$ cat src/rtl/verificacion_pin.sv
// PIN verification stage for the automatic cashier: captures BCD keypad digits,
// compares them with the card PIN and blocks the card after too many failed attempts.
module verificacion_pin #(
  parameter int unsigned N_DIGITOS    = 4,
  parameter int unsigned MAX_INTENTOS = 3
) (
  input  logic                   clk,
  input  logic                   reset,
  input  logic                   tarjeta_recibida,
  input  logic [4*N_DIGITOS-1:0] pin_correcto,
  input  logic [3:0]             digito,
  input  logic                   digito_stb,
  output logic                   pin_ok,
  output logic                   pin_error,
  output logic                   advertencia,
  output logic                   bloqueo,
  output logic [1:0]             intentos
);

  localparam int unsigned    PinW      = 4 * N_DIGITOS;
  localparam int unsigned    CntW      = $clog2(N_DIGITOS + 1);
  localparam logic [CntW-1:0] UltimoCnt = CntW'(N_DIGITOS - 1);
  localparam logic [1:0]     MaxInt    = 2'(MAX_INTENTOS);
  localparam logic [1:0]     AvisoInt  = 2'(MAX_INTENTOS - 1);

  typedef enum logic [2:0] {
    StIdle,
    StCaptura,
    StCompara,
    StPinOk,
    StBloqueo
  } state_e;

  state_e          r_state, w_state_d;
  logic [CntW-1:0] r_count, w_count_d;
  logic [PinW-1:0] r_captura, w_captura_d;
  logic [1:0]      r_intentos, w_intentos_d;
  logic            r_pin_ok, w_pin_ok_d;
  logic            r_pin_error, w_pin_error_d;
  logic            r_advertencia, w_advertencia_d;
  logic            r_bloqueo, w_bloqueo_d;

  logic            w_retiro;
  logic            w_digito_valido;
  logic [1:0]      w_intentos_inc;

  // Card removal overrides any digit or compare result in the active states.
  assign w_retiro = !tarjeta_recibida &&
                    (r_state == StCaptura || r_state == StCompara || r_state == StPinOk);
  assign w_digito_valido = digito_stb && (digito <= 4'd9);
  assign w_intentos_inc  = (r_intentos == MaxInt) ? r_intentos : r_intentos + 2'd1;

  always_comb begin
    w_state_d       = r_state;
    w_count_d       = r_count;
    w_captura_d     = r_captura;
    w_intentos_d    = r_intentos;
    w_pin_ok_d      = r_pin_ok;
    w_pin_error_d   = 1'b0;
    w_advertencia_d = r_advertencia;
    w_bloqueo_d     = r_bloqueo;

    if (w_retiro) begin
      w_state_d       = StIdle;
      w_count_d       = '0;
      w_captura_d     = '0;
      w_intentos_d    = 2'd0;
      w_pin_ok_d      = 1'b0;
      w_advertencia_d = 1'b0;
    end else begin
      unique case (r_state)
        StIdle: begin
          if (tarjeta_recibida) begin
            w_state_d       = StCaptura;
            w_count_d       = '0;
            w_captura_d     = '0;
            w_intentos_d    = 2'd0;
            w_advertencia_d = 1'b0;
          end
        end
        StCaptura: begin
          if (w_digito_valido) begin
            w_captura_d = (r_captura << 4) | PinW'(digito);
            w_count_d   = r_count + 1'b1;
            if (r_count == UltimoCnt) w_state_d = StCompara;
          end
        end
        StCompara: begin
          if (r_captura == pin_correcto) begin
            w_state_d  = StPinOk;
            w_pin_ok_d = 1'b1;
          end else begin
            w_intentos_d  = w_intentos_inc;
            w_pin_error_d = 1'b1;
            w_count_d     = '0;
            w_captura_d   = '0;
            if (w_intentos_inc == MaxInt) begin
              w_state_d       = StBloqueo;
              w_bloqueo_d     = 1'b1;
              w_advertencia_d = 1'b0;
            end else begin
              w_state_d       = StCaptura;
              w_advertencia_d = (w_intentos_inc == AvisoInt);
            end
          end
        end
        StPinOk: begin
          w_advertencia_d = 1'b0;
        end
        StBloqueo: begin
          w_bloqueo_d = 1'b1;
        end
        default: begin
          w_state_d = StIdle;
        end
      endcase
    end
  end

  always_ff @(posedge clk) begin
    if (!reset) begin
      r_state       <= StIdle;
      r_count       <= '0;
      r_captura     <= '0;
      r_intentos    <= 2'd0;
      r_pin_ok      <= 1'b0;
      r_pin_error   <= 1'b0;
      r_advertencia <= 1'b0;
      r_bloqueo     <= 1'b0;
    end else begin
      r_state       <= w_state_d;
      r_count       <= w_count_d;
      r_captura     <= w_captura_d;
      r_intentos    <= w_intentos_d;
      r_pin_ok      <= w_pin_ok_d;
      r_pin_error   <= w_pin_error_d;
      r_advertencia <= w_advertencia_d;
      r_bloqueo     <= w_bloqueo_d;
    end
  end

  assign pin_ok      = r_pin_ok;
  assign pin_error   = r_pin_error;
  assign advertencia = r_advertencia;
  assign bloqueo     = r_bloqueo;
  assign intentos    = r_intentos;

endmodule

$ cat config.mk
export PLATFORM = sky130hd
export DESIGN_NAME = verificacion_pin
export DESIGN_NICKNAME = d
export VERILOG_FILES = /design/src/rtl/verificacion_pin.sv
export SDC_FILE = /design/constraint.sdc
export NUM_CORES = 1
export LEC_CHECK = 0
export ABC_AREA = 1
export CORE_ASPECT_RATIO = 0.7
export CORE_MARGIN = 10
export CORE_UTILIZATION = 45
export CTS_BUF_LIST = sky130_fd_sc_hd__clkbuf_4 sky130_fd_sc_hd__clkbuf_8
export CTS_CLUSTER_DIAMETER = 100
export DETAILED_ROUTE_END_ITERATION = 6
export PLACE_DENSITY = 0.79
export RECOVER_POWER = 25
export SLEW_MARGIN = 10
export SYNTH_ARGS = -nofsm -noshare
export SYNTH_HDL_FRONTEND = slang
export SYNTH_SLANG_ARGS = --single-unit
$ cat constraint.sdc
create_clock -name clk -period 2.64 [get_ports clk]
set_input_delay 0.528 -clock clk [delete_from_list [all_inputs] [get_ports clk]]
set_output_delay 0.528 -clock clk [all_outputs]
set_load 0.05 [all_outputs]
==> results.toml <==
[synth]
synth_top_cell_area_share = 0.340
ys_seq_elements = 28
synth_cell_types = 24
ys_warn_count = 0
synth_area_mm2 = 0.00165
syn_avg_cell_area_um2 = 6.44
synth.area.top_cells = "dfxtp_1 34%, nand2_1 18%, inv_1 8.7%"
yosysSeqAreaShare = 0.340
synth_top_cell_by_area = "dfxtp_1"
syn_inst = 256
synthesis.nets = 282

[setup_path]
ff2ff_path_depth = 10
reg2reg_to = "r_captura[13]$_SDFFE_PP0P_"
worstPathRequired_ns = 2.86
crit_path_end_kind = "flop"
cp-startpoint = "pin_correcto[15]"
critPathBufInv = 2
critPathMostFrequentCell = "nand2_1"
r2r_slack_ns = 0.89
crit_cells = 11
r2r_start = "r_captura[15]$_SDFFE_PP0P_"
path_cells = "dlygate4sd3_1, inv_1, nand2_1, nand2_1, nor2_1, nand2_1, nor2_1, nand3_4, nand3_4, nand2_1, a21oi_2"
cpPeakStageDelay_ns = 0.54
crit_path_max_fanout = 19
critPathTopFamily = "simple AND/OR/NAND/NOR gates"
crit_type = "in2reg"
critPathLaunchType = "input port"
cp-endpoint = "r_captura[13]$_SDFFE_PP0P_"
cpMaxStageDelayCell = "dlygate4sd3_1"
critPathArrivalTime_ns = 2.40

[placement]
place.gp.congestion = 0.805
numPortBuffers = 29
hpwl_um = 3000

[route]
first_pass_iters = 4
drt_iter0_drc = 150
post_drt_wl_per_cell_um = 11.7
routed_via_density = 4.87
drc = 0
wl_um = 3920
vias = 1631
ant_nets = 0

[power_and_ir_drop]
combPwrFrac = 0.473
p_seq_frac = 0.315
p_int_uw = 918
swShare = 0.437
p_per_area_mw_per_mm2 = 797
switchingPower_uw = 711
ir_drop_uv = 659
power_mw = 1.63
p_leak_nw = 0.872
clock_power_share = 0.212

[clocking]
postCtsSetupRepairBufs = 0
ctsHoldBuffers = 0
cts_sinks = 28
clk_transition_reported_paths_ns = 0.10
clk_path_buf_depth = 2
clk_latency_ns = 0.28
cts_resized = 0
htree_levels = 1
clockRootBuffer = "clkbuf_8"
cts_tree = "done"
cts_buffers = 3

[sta]
hold_viol_final = 0
final.setup_skew_ns = 0.00523
slew-limit-headroom = 0.655
period_share = 0.825
worstMarginPinSlew_ns = 0.515
min_period_ns = 2.18
setup_violations = 0
rsz0062_at_grt = "false"
final.setup.tns_ns = 0
clock.fmax_ghz = 0.459
slew_viol_final = 0

[final_layout]
diodes = 0
final_nets = 312
layout-drive-gt1-share = 0.0912
final_cell_mix = "81 x nand2_1, 38 x inv_1, 34 x nor2_1, 28 x dfxtp_1, 25 x clkdlybuf4s50_1"
area_growth_pct = 24.1
final_common_cell = "nand2_1"

[die]
dieArea_mm2 = 0.00652
die_h_um = 70.6
start_util = 0.469
rows = 18
die_w_um = 92.3
num_io_pins = 30
fp.coreArea_mm2 = 0.00351

[global_route]
grt_start_max_net_pins = 20
grt_overflow_total = 0
grtUsageTotal = 0.125
antenna_found_initial = 0
grt_pass1_vias = 1509
grt_pass1_wl_um = 6960

[min_path]
min_path_type = "reg2reg"

[job]
maxCapViolCount = 0

[run_status]
status = "completed"
==> per-stage QoR <==
stage	utilization	worst slack [ns]	hold slack (ns)	instances	instance area (µm²)
floorplan	-	1.10	0.440	256	1650
global placement	0.563	0.387	0.445	331	1980
detailed placement	0.563	0.313	0.446	331	1980
CTS	0.584	0.605	0.465	335	2050
global route	0.582	0.261	0.492	335	2040
finish	0.582	0.462	0.462	335	2040
==> logic make-up (layout without fill, tap and decap cells) <==
| family | after synthesis | in the layout | synth area share |
|---|---|---|---|
| XOR/XNOR | 1 | 1 | 0.00532 |
| AO/OA/AOI/OAI | 28 | 28 | 0.115 |
| buffers and inverters | 53 | 82 | 0.136 |
| AND/OR/NAND/NOR | 144 | 144 | 0.389 |
| flip-flops | 28 | 28 | 0.340 |
| adder cells (fa/ha/maj) | 2 | 2 | 0.0152 |
==> worst min-delay path by stage <==
stage	endpoint	start	slack (ns)	cells past startpoint
floorplan	r_count[2]$_SDFFE_PP0P_	r_count[2]$_SDFFE_PP0P_	0.44	2
global placement	pin_ok$_SDFFE_PP0P_	pin_ok$_SDFFE_PP0P_	0.44	2
detailed placement	pin_ok$_SDFFE_PP0P_	pin_ok$_SDFFE_PP0P_	0.45	2
CTS	pin_ok$_SDFFE_PP0P_	pin_ok$_SDFFE_PP0P_	0.47	2
global route	r_count[2]$_SDFFE_PP0P_	r_count[2]$_SDFFE_PP0P_	0.49	2
finish	pin_ok$_SDFFE_PP0P_	pin_ok$_SDFFE_PP0P_	0.46	2
==> worst reg2reg max path, delay by kind of cell, from the launching register on <==
kind	cells	cell delay, ns
simple gates	8	1.15
flops	1	0.36
compound gates	1	0.13
buf+inv	1	0.05
==> synthesized netlist by cell type (all sizes together) <==
master  instances
nand2          81
clkinv          3
nand3           7
o21ai           2
nor3            1
a21oi          24
inv            41
buf             9
ha              2
dfxtp          28
xor2            1
a31oi           1
nor2           36
o211ai          1
nand4          19
==> cell type report <==
cell class / instances / area [µm²]
well taps: 50 / 62.6
multi-input cells: 175 / 861
fillers: 375 / 1470
clock buffers: 3 / 41.3
inverters: 44 / 165
flip-flops and latches: 28 / 561
repair buffers: 34 / 324
clock inverters: 1 / 30.0
==> routing by layer <==
layer	share of wire	up-vias	track usage	wire (µm)
met4	0.014	0	0.0375	55
li1	-	867	-	-
met5	0	-	0	0
met1	0.48	720	0.160	1900
met2	0.44	38	0.196	1710
met3	0.065	6	0.0411	257
==> power by group through the flow <==
stage | clock network [mW] | logic [mW] | registers (mW)
floorplan | 0 | 0.536 | 0.593
global placement | 0 | 0.757 | 0.520
CTS | 0.347 | 0.769 | 0.513
global route | 0.368 | 0.863 | 0.520
finish | 0.346 | 0.770 | 0.513
detailed placement | 0 | 0.765 | 0.523
==> sequential cells by signal (all words and copies together) (netlist names) <==
| name | flops |
|---|---|
| r_count | 3 |
| bloqueo | 1 |
| intentos | 2 |
| r_state | 3 |
| r_captura | 16 |
| pin_error | 1 |
| pin_ok | 1 |
| advertencia | 1 |
Power figures use the tool's default switching activity.
